[config.mk]
export PLATFORM = sky130hd
export DESIGN_NAME = encoding_cont_v2
export DESIGN_NICKNAME = d
export VERILOG_FILES = /design/src/rtl/encoding_cont_v2.sv
export SDC_FILE = /design/constraint.sdc
export NUM_CORES = 1
export LEC_CHECK = 0
export ABC_CLOCK_PERIOD_IN_PS = 4000
export CAP_MARGIN = 20
export CORE_MARGIN = 5
export CORE_UTILIZATION = 35
export DETAILED_ROUTE_END_ITERATION = 10
export GPL_ROUTABILITY_DRIVEN = 0
export GPL_TIMING_DRIVEN = 0
export PLACE_DENSITY = 0.57
export SYNTH_ARGS = -nofsm -noshare
export SYNTH_HDL_FRONTEND = slang
export SYNTH_SLANG_ARGS = --single-unit
[constraint.sdc]
create_clock -name clk -period 4 [get_ports clk]
set_clock_uncertainty 0.2 [all_clocks]
set_input_delay 0.8 -clock clk [delete_from_list [all_inputs] [get_ports clk]]
set_output_delay 0.8 -clock clk [all_outputs]
set_load 0.01 [all_outputs]
[src/rtl/encoding_cont_v2.sv]
// -----------------------------------------------------------------------------
// encoding_cont_v2
//
// Systematic Reed-Solomon RS(15,9) encoder over GF(16), primitive polynomial
// x^4 + x + 1 (alpha = 4'b0010).
//
// The six parity symbols are produced by a sequential LFSR divider that
// consumes one message symbol per clock, highest degree first. The finished
// codeword is presented on a registered output and feeds the channel /
// error-injection path ahead of the companion RS(15,9) decoder.
//
// Generator polynomial g(x), coefficients x^6..x^0:
//   1, a^10, a^14, a^4, a^6, a^9, a^6  =  hex 1,7,9,3,C,A,C
//
// Ports
//   clk            in   1   rising-edge clock
//   rst_n          in   1   asynchronous active-low reset
//   message        in  36   symbol j at [4j+3:4j]; coefficient of x^(j+6)
//   encodeMessage  in   1   request toggle; every level change is a request
//   encodedMessage out 60   codeword; symbol i at [4i+3:4i]
//                           [59:24] = message, [23:0] = parity p5..p0
//   encoderBusy    out  1   high while an encode is in progress
//
// Handshake
//   A request is pending whenever encodeMessage differs from its copy
//   registered on the previous clock. It is accepted only in IDLE. A toggle
//   that arrives while busy is absorbed by that register and therefore
//   dropped rather than queued. encoderBusy stays high for exactly 10
//   cycles (9 SHIFT + 1 DONE), and encodedMessage changes only on the edge
//   that leaves DONE, so it never shows a partial remainder.
// -----------------------------------------------------------------------------
module encoding_cont_v2 (
    input  logic        clk,
    input  logic        rst_n,
    input  logic [35:0] message,
    input  logic        encodeMessage,
    output logic [59:0] encodedMessage,
    output logic        encoderBusy
);

    // Generator coefficients g5..g0 (g6 = 1 is implicit in the feedback).
    localparam logic [3:0] G5 = 4'h7;
    localparam logic [3:0] G4 = 4'h9;
    localparam logic [3:0] G3 = 4'h3;
    localparam logic [3:0] G2 = 4'hC;
    localparam logic [3:0] G1 = 4'hA;
    localparam logic [3:0] G0 = 4'hC;

    localparam logic [3:0] LAST_SHIFT = 4'd8;

    typedef enum logic [1:0] {
        IDLE  = 2'd0,
        SHIFT = 2'd1,
        DONE  = 2'd2
    } state_t;

    // GF(16) multiply. With a constant second operand this collapses to a
    // small XOR network. Each step multiplies the running term by alpha:
    // shift left and fold x^4 back in as x + 1.
    function automatic logic [3:0] gfMul(input logic [3:0] a, input logic [3:0] b);
        logic [3:0] acc;
        logic [3:0] term;
        acc  = 4'h0;
        term = a;
        for (int i = 0; i < 4; i++) begin
            if (b[i]) begin
                acc = acc ^ term;
            end
            term = {term[2:0], 1'b0} ^ (term[3] ? 4'b0011 : 4'b0000);
        end
        return acc;
    endfunction

    // ------------------------------------------------------------------
    // State and datapath registers
    // ------------------------------------------------------------------
    state_t            state;
    state_t            stateNext;
    logic              reqQ;
    logic [35:0]       msgQ;
    logic [3:0]        counter;
    logic [5:0][3:0]   parity;

    // ------------------------------------------------------------------
    // Combinational control / datapath
    // ------------------------------------------------------------------
    logic              reqPending;
    logic              acceptReq;
    logic              doShift;
    logic              loadOut;
    logic [3:0]        symIdx;
    logic [5:0]        symBase;
    logic [3:0]        inSym;
    logic [3:0]        fb;
    logic [5:0][3:0]   parityShifted;

    assign reqPending = (encodeMessage != reqQ);

    // Symbols are fed highest degree first: counter 0 selects symbol 8.
    assign symIdx  = LAST_SHIFT - counter;
    assign symBase = {symIdx, 2'b00};
    assign inSym   = msgQ[symBase +: 4];

    // One division step of the LFSR remainder.
    assign fb               = inSym ^ parity[5];
    assign parityShifted[5] = parity[4] ^ gfMul(fb, G5);
    assign parityShifted[4] = parity[3] ^ gfMul(fb, G4);
    assign parityShifted[3] = parity[2] ^ gfMul(fb, G3);
    assign parityShifted[2] = parity[1] ^ gfMul(fb, G2);
    assign parityShifted[1] = parity[0] ^ gfMul(fb, G1);
    assign parityShifted[0] = gfMul(fb, G0);

    always_comb begin
        stateNext   = state;
        acceptReq   = 1'b0;
        doShift     = 1'b0;
        loadOut     = 1'b0;
        encoderBusy = 1'b0;

        unique case (state)
            IDLE: begin
                if (reqPending) begin
                    acceptReq = 1'b1;
                    stateNext = SHIFT;
                end
            end

            SHIFT: begin
                encoderBusy = 1'b1;
                doShift     = 1'b1;
                if (counter == LAST_SHIFT) begin
                    stateNext = DONE;
                end
            end

            DONE: begin
                encoderBusy = 1'b1;
                loadOut     = 1'b1;
                stateNext   = IDLE;
            end

            default: begin
                stateNext = IDLE;
            end
        endcase
    end

    // ------------------------------------------------------------------
    // State register
    // ------------------------------------------------------------------
    always_ff @(posedge clk or negedge rst_n) begin
        if (!rst_n) begin
            state <= IDLE;
        end else begin
            state <= stateNext;
        end
    end

    // ------------------------------------------------------------------
    // Request edge detector. It samples every clock regardless of state,
    // which is what makes a toggle seen while busy disappear. Clearing it
    // to 0 means a high encodeMessage at reset release is one request.
    // ------------------------------------------------------------------
    always_ff @(posedge clk or negedge rst_n) begin
        if (!rst_n) begin
            reqQ <= 1'b0;
        end else begin
            reqQ <= encodeMessage;
        end
    end

    // ------------------------------------------------------------------
    // Message capture, shift counter and parity remainder
    // ------------------------------------------------------------------
    always_ff @(posedge clk or negedge rst_n) begin
        if (!rst_n) begin
            msgQ    <= '0;
            counter <= '0;
            parity  <= '0;
        end else if (acceptReq) begin
            msgQ    <= message;
            counter <= '0;
            parity  <= '0;
        end else if (doShift) begin
            parity  <= parityShifted;
            counter <= (counter == LAST_SHIFT) ? 4'd0 : counter + 4'd1;
        end
    end

    // ------------------------------------------------------------------
    // Codeword output: updated only once the remainder is complete.
    // ------------------------------------------------------------------
    always_ff @(posedge clk or negedge rst_n) begin
        if (!rst_n) begin
            encodedMessage <= '0;
        end else if (loadOut) begin
            encodedMessage <= {msgQ, parity};
        end
    end

endmodule

==> impl_metrics.tcl, run 1 <==
set metrics [dict create \
    run_status "completed" \
    finalNetCount 653 \
    p_leak_uw 0.00350 \
    rrSetupSlack_ps 210 \
    drc 0 \
    grt_pass1_wl_um 23300 \
    layout_common_cells "dfrtp_1 (127), nand2_1 (118), clkdlybuf4s50_1 (98), mux2_2 (61), xnor2_1 (26)" \
    die_h_um 138 \
    finalWorstSetupSlack_ps 212 \
    overflow 0 \
    arrival_ps 3880 \
    drv_cap 0 \
    power.density_nw_per_um2 993 \
    crit_start "counter[0]" \
    fin_crit_ps 3790 \
    area_growth_pct 34.6 \
    grt_usage_pct 16.1 \
    async_flop_share_pct 100 \
    multi_input_area_um2 2450 \
    cts_tree "yes" \
    wl_per_cell_um 17.0 \
    layout_commonest_cell "dfrtp_1" \
    port_buffers 99 \
    drt-pass1-iter-count 4 \
    crit_required_ps 4090 \
    maxSlewHeadroom_pct 49.7 \
    synth_edf_count 0 \
    fin_area_um2 7690 \
    grt_max_degree 90 \
    syn_inst 484 \
    dpl.cell_count 800 \
    nFillCells 1488 \
    synth_seq_area_share_pct 55.6 \
    via_count 4014 \
    synth_ff_type "dfrtp_1" \
    cts-hold-fix-buffers 0 \
    clk_pin_slew_ps 50 \
    instances_no_fill 837 \
    syn_area_per_cell_um2 11.8 \
    ys_types 37 \
    std_cell_rows 46 \
    pre_cts_slack_ps -159 \
    rr_startpoint "counter[0]" \
    final-setup-viol-count 0 \
    drtIter0Drc 184 \
    regArea_um2 3180 \
    viasPerCell 4.80 \
    diodes 0 \
    postPlaceCellArea_um2 7010 \
    drv_slew 0 \
    max_freq_mhz 264 \
    detail-route-antenna-nets 0 \
    finalHoldViolCount 0 \
    critPathCaptureType "flip-flop" \
    start_util_pct 35.9 \
    synth_warnings 0 \
    syn_area_um2 5720 \
    vdd_ir_drop_max_mv 0.434 \
    ys_seq_elements 127 \
    criticalPathCategory "flip-flop to flip-flop" \
    hpwl_um 10200 \
    clkSinkCount 127 \
    coreArea_um2 15900 \
    die_w_um 138 \
    min_period_over_period_pct 94.7 \
    tightest_slew_ps 755 \
    htree_levels 4 \
    cts_buffers 17 \
    io_pins 100 \
    drive_gt1_share_pct 19.2 \
    routed_wirelength_um 14300 \
    clock_path_buffers 2 \
    cts_root_buf "clkbuf_16" \
    synth_nets 528 \
    rsz0062_at_grt "yes" \
    cp_max_fo 10 \
    start_kind "flip-flop" \
    antenna_found_initial 0 \
    grt_pass1_vias 4317 \
    dieArea_um2 19000 \
    hold_path_class "input pin to async pin" \
    insertion_delay_ps 410 \
]
[metrics by stage]
| stage | utilization (%) | setup TNS (ps) | power, uW | hold slack (ps) |
|---|---|---|---|---|
| 2_1_floorplan | - | 0 | 4840 | 254 |
| 3_3_place_gp | 43.8 | -393450 | 5860 | 269 |
| 3_5_place_dp | 43.9 | -709 | 5940 | 290 |
| 4_1_cts | 47.9 | 0 | 7600 | 91.4 |
| 5_1_grt | 48.2 | -32.6 | 8160 | 115 |
| 6_report | 48.2 | 0 | 7640 | 86.1 |
[timing repair]
item,in CTS,in global routing
setup buffers,2,4
pin swaps,1,2
endpoints found under the setup margin,10,11
resized for setup,1,2
[routing by layer]
layer | part of all wire [%] | wire length [um] | up-vias | global-route usage, %
met5 | 0 | 0 | - | 0
met4 | 1.3 | 186 | 0 | 5.82
met3 | 5.7 | 819 | 14 | 4.31
met2 | 48 | 6900 | 124 | 25.6
met1 | 45 | 6360 | 1980 | 21.3
li1 | - | - | 1896 | -
[synth_stat cells (2+ instances only)]
| cell type | instances | area [um2] |
|---|---|---|
| xor2_1 | 4 | 35.0 |
| dfrtp_1 | 127 | 3180 |
| nor2b_1 | 3 | 18.8 |
| a22oi_1 | 3 | 22.5 |
| and3_1 | 6 | 37.5 |
| nor4b_1 | 3 | 26.3 |
| mux4_2 | 7 | 158 |
| xnor2_1 | 26 | 228 |
| clkbuf_1 | 18 | 67.6 |
| a21oi_1 | 13 | 65.1 |
| ha_1 | 5 | 62.6 |
| xnor2_4 | 2 | 55.1 |
| buf_1 | 5 | 18.8 |
| a2111oi_4 | 2 | 55.1 |
| xnor2_2 | 5 | 81.3 |
| o21ai_0 | 10 | 50.1 |
| mux2_2 | 61 | 687 |
| a211oi_1 | 9 | 67.6 |
| inv_1 | 4 | 15.0 |
| nand2_1 | 118 | 443 |
| mux2i_1 | 6 | 60.1 |
| nand3b_1 | 3 | 22.5 |
| nor2_1 | 25 | 93.8 |
| a31o_1 | 2 | 17.5 |
| buf_2 | 3 | 15.0 |
| nor3_1 | 3 | 15.0 |
[final timing paths]
kind	to	cells past startpoint
setup / recovery	parity[22]	13
hold / removal	encodedMessage[8]	1
setup reg to reg	parity[22]	13
hold reg to reg	msgQ[19]	2
max in group asynchronous	encodedMessage[32]	2
min in group clk	msgQ[19]	2
[where the power goes]
group          total [uW]  internal, uW  switching (uW)
Combinational        3900          2010            1890
Sequential           2160          1770             398
Clock                1580          1020             553
Total                7640          4800            2840
[registers in the layout, indices dropped and copies added (netlist names)]
name	flops
encodedMessage	60
msgQ	36
parity	24
counter	4
state	2
reqQ	1
[cells by family after synthesis]
| kind of cell | Yosys count | share of synthesized area [%] |
|---|---|---|
| and+or+nand+nor | 163 | 11.7 |
| buffers and inverters | 31 | 2.17 |
| muxes | 75 | 16.3 |
| adders and majority gates | 5 | 1.09 |
| AOI/OAI and AO/OA | 45 | 5.76 |
| DFF | 127 | 55.6 |
| xor gates and xnor gates | 38 | 7.38 |
[critical path, cell delays in order, from the launching register on]
cell       delay [ps]
dfrtp_1           350
buf_2             230
inv_1             150
ha_1              350
buf_4             210
nor4b_1           310
a22o_1            320
a22oi_1           150
a2111oi_4         360
buf_4             240
xnor3_1           330
xor2_1            190
a21oi_1            90
a31o_1            200
[layout make-up]
cell class,instances,share of cell area [%]
Buffer,27,1.42
Inverter,4,0.195
Sequential cell,127,41.3
Tap cell,216,3.51
Clock buffer,21,6.12
Clock inverter,10,1.77
Multi-Input combinational cell,326,31.8
Timing Repair Buffer,106,13.8
Power figures use the tool's default switching activity.
==> run 2: changes to the inputs <==
--- a/config.mk
+++ b/config.mk
@@ -13,6 +13,7 @@
 export GPL_ROUTABILITY_DRIVEN = 0
 export GPL_TIMING_DRIVEN = 0
 export PLACE_DENSITY = 0.57
+export REMOVE_ABC_BUFFERS = 1
 export SYNTH_ARGS = -nofsm -noshare
 export SYNTH_HDL_FRONTEND = slang
 export SYNTH_SLANG_ARGS = --single-unit
==> run 2 against run 1 <==
Flip-flop and latch count stayed put. Via count is 3.7% lower. Power is 1.3% lower. Fmax is 2.3% higher. Sequential power hardly changed. Utilization is 0.32 points lower. Cell count is 2.9% lower. Count of clock-buffer cells in the layout is 6 higher. Critical path type unchanged. Critical endpoint is now parity[23]. Largest cell class unchanged.
==> impl_metrics.tcl, run 2 (synthesized netlist as in run 1, its figures left out) <==
set metrics [dict create \
    largest_register "encodedMessage" \
    routed_wirelength_um 13000 \
    reg2reg_to "parity[23]" \
    diodes 0 \
    grt_usage_pct 14.9 \
    cp_max_fo 11 \
    max_freq_mhz 270 \
    vdd_ir_drop_max_mv 0.456 \
    io_pins 100 \
    std_cell_rows 46 \
    crit_family "compound AO/OA/AOI/OAI gates" \
    rrSetupSlack_ps 300 \
    min_period_over_period_pct 92.6 \
    cp_num_cells 10 \
    utilization_pct 47.9 \
    insertion_delay_ps 420 \
    finalHoldViolCount 0 \
    tightest_slew_ps 906 \
    start_util_pct 35.9 \
    drive_gt1_share_pct 20.1 \
    whs_ps 198 \
    drv_slew 0 \
    critPathCaptureType "flip-flop" \
    wl_per_cell_um 16.0 \
    finalNetCount 628 \
    endpoint "parity[23]" \
    clkSinkCount 127 \
    fin_crit_ps 3700 \
    dpl.cell_count 775 \
    maxSlewHeadroom_pct 39.6 \
    crit_required_ps 4100 \
    cts_root_buf "clkbuf_16" \
    nFillCells 1462 \
    antenna_found_initial 0 \
    coreArea_um2 15900 \
    critical_path.slowest_cell "dfrtp_1" \
    cts_buffers 17 \
    final-setup-viol-count 0 \
    clk_pin_slew_ps 50 \
    cp_slowest_stage_delay_ps 550 \
    path_cells "inv_1, ha_4, mux4_2, a22oi_1, a2111oi_4, buf_4, xnor2_2, xnor2_1, a21oi_1, a31o_1" \
    instances_no_fill 813 \
    grt_pass1_vias 4124 \
    p_leak_uw 0.00348 \
    viasPerCell 4.76 \
    htree_levels 4 \
    top_regs "encodedMessage (60), msgQ (36), parity (24)" \
    hpwl_um 8730 \
    cts-hold-fix-buffers 0 \
    die_h_um 138 \
    r2r_cells 10 \
    dieArea_um2 19000 \
    criticalPathCategory "flip-flop to flip-flop" \
    arrival_ps 3810 \
    die_w_um 138 \
    via_count 3867 \
    rr_startpoint "counter[0]" \
    worst-path-buf-inv 2 \
    grt_max_degree 73 \
    drv_cap 0 \
    drt-pass1-iter-count 4 \
    grt_pass1_wl_um 21500 \
    finalSetupTns_ps 0 \
    power.density_nw_per_um2 987 \
    drtIter0Drc 145 \
    layout_common_cells "dfrtp_1 (127), nand2_1 (118), clkdlybuf4s50_1 (98), mux2_2 (61), xnor2_1 (26)" \
    detail-route-antenna-nets 0 \
    rsz0062_at_grt "no" \
    run_status "completed" \
    drc 0 \
    cts_tree "yes" \
    crit_start "counter[0]" \
    port_buffers 99 \
    hold_path_class "input pin to async pin" \
    largest_reg_flops 60 \
    start_kind "flip-flop" \
    layout_commonest_cell "dfrtp_1" \
    clock_path_buffers 2 \
    area_growth_pct 33.7 \
    overflow 0 \
]
run 2: changes by cell type in the layout (fill, tap and decap cells not counted), moves of 3 or more:
cell	change
clkbuf_1	-15
buf_1	-5
buf_2	-3
clkbuf_8	+3
clkinvlp_4	-3
ha_1	-3
run 2: area by class of cell:
class | count | area (um2) | share of cell area, %
inverters | 4 | 15.0 | 0.196
clock inverters | 5 | 75.1 | 0.982
multi-input cells | 326 | 2470 | 32.4
repair buffers | 108 | 1100 | 14.5
well taps | 216 | 270 | 3.54
flip-flops and latches | 127 | 3180 | 41.6
clock buffers | 27 | 523 | 6.84
run 2: per-stage QoR:
step	setup WS (ps)	total power [uW]	cell area [um2]
2_1_floorplan	342	4810	5610
3_3_place_gp	-3070	5790	6870
3_5_place_dp	-375	5890	6960
4_1_cts	76.5	7640	7630
5_1_grt	41.1	8100	7640
6_report	297	7540	7640
run 2: worst min-delay path by stage:
stage,start,end,slack [ps],depth (start not counted)
after floorplan,msgQ[11],msgQ[11],250,2
after global placement,msgQ[28],msgQ[28],280,2
after detailed placement,msgQ[5],msgQ[5],280,2
after CTS,rst_n,encodedMessage[12],220,1
after global routing,rst_n,encodedMessage[20],250,1
final,rst_n,encodedMessage[12],200,1
run 2: metal layers:
layer,vias to the layer above,global-route usage (%),routed length [um]
met5,-,0,0
met4,0,5.43,133
met3,11,4.89,723
met2,89,23.9,6200
met1,1926,18.8,5960
li1,1841,-,-
run 2: repair_timing:
action / 4_1_cts / 5_1_grt
pin swaps: 3 / 0
resized for setup: 3 / 1
buffers inserted: 6 / 0
setup endpoints to repair: 17 / 6
hold endpoints to repair: 0 / 0
run 2: where the power goes:
part           total (uW)  internal (uW)  switching (uW)
Sequential           2150           1770             385
Combinational        3850           2010            1840
Clock                1540           1010             528
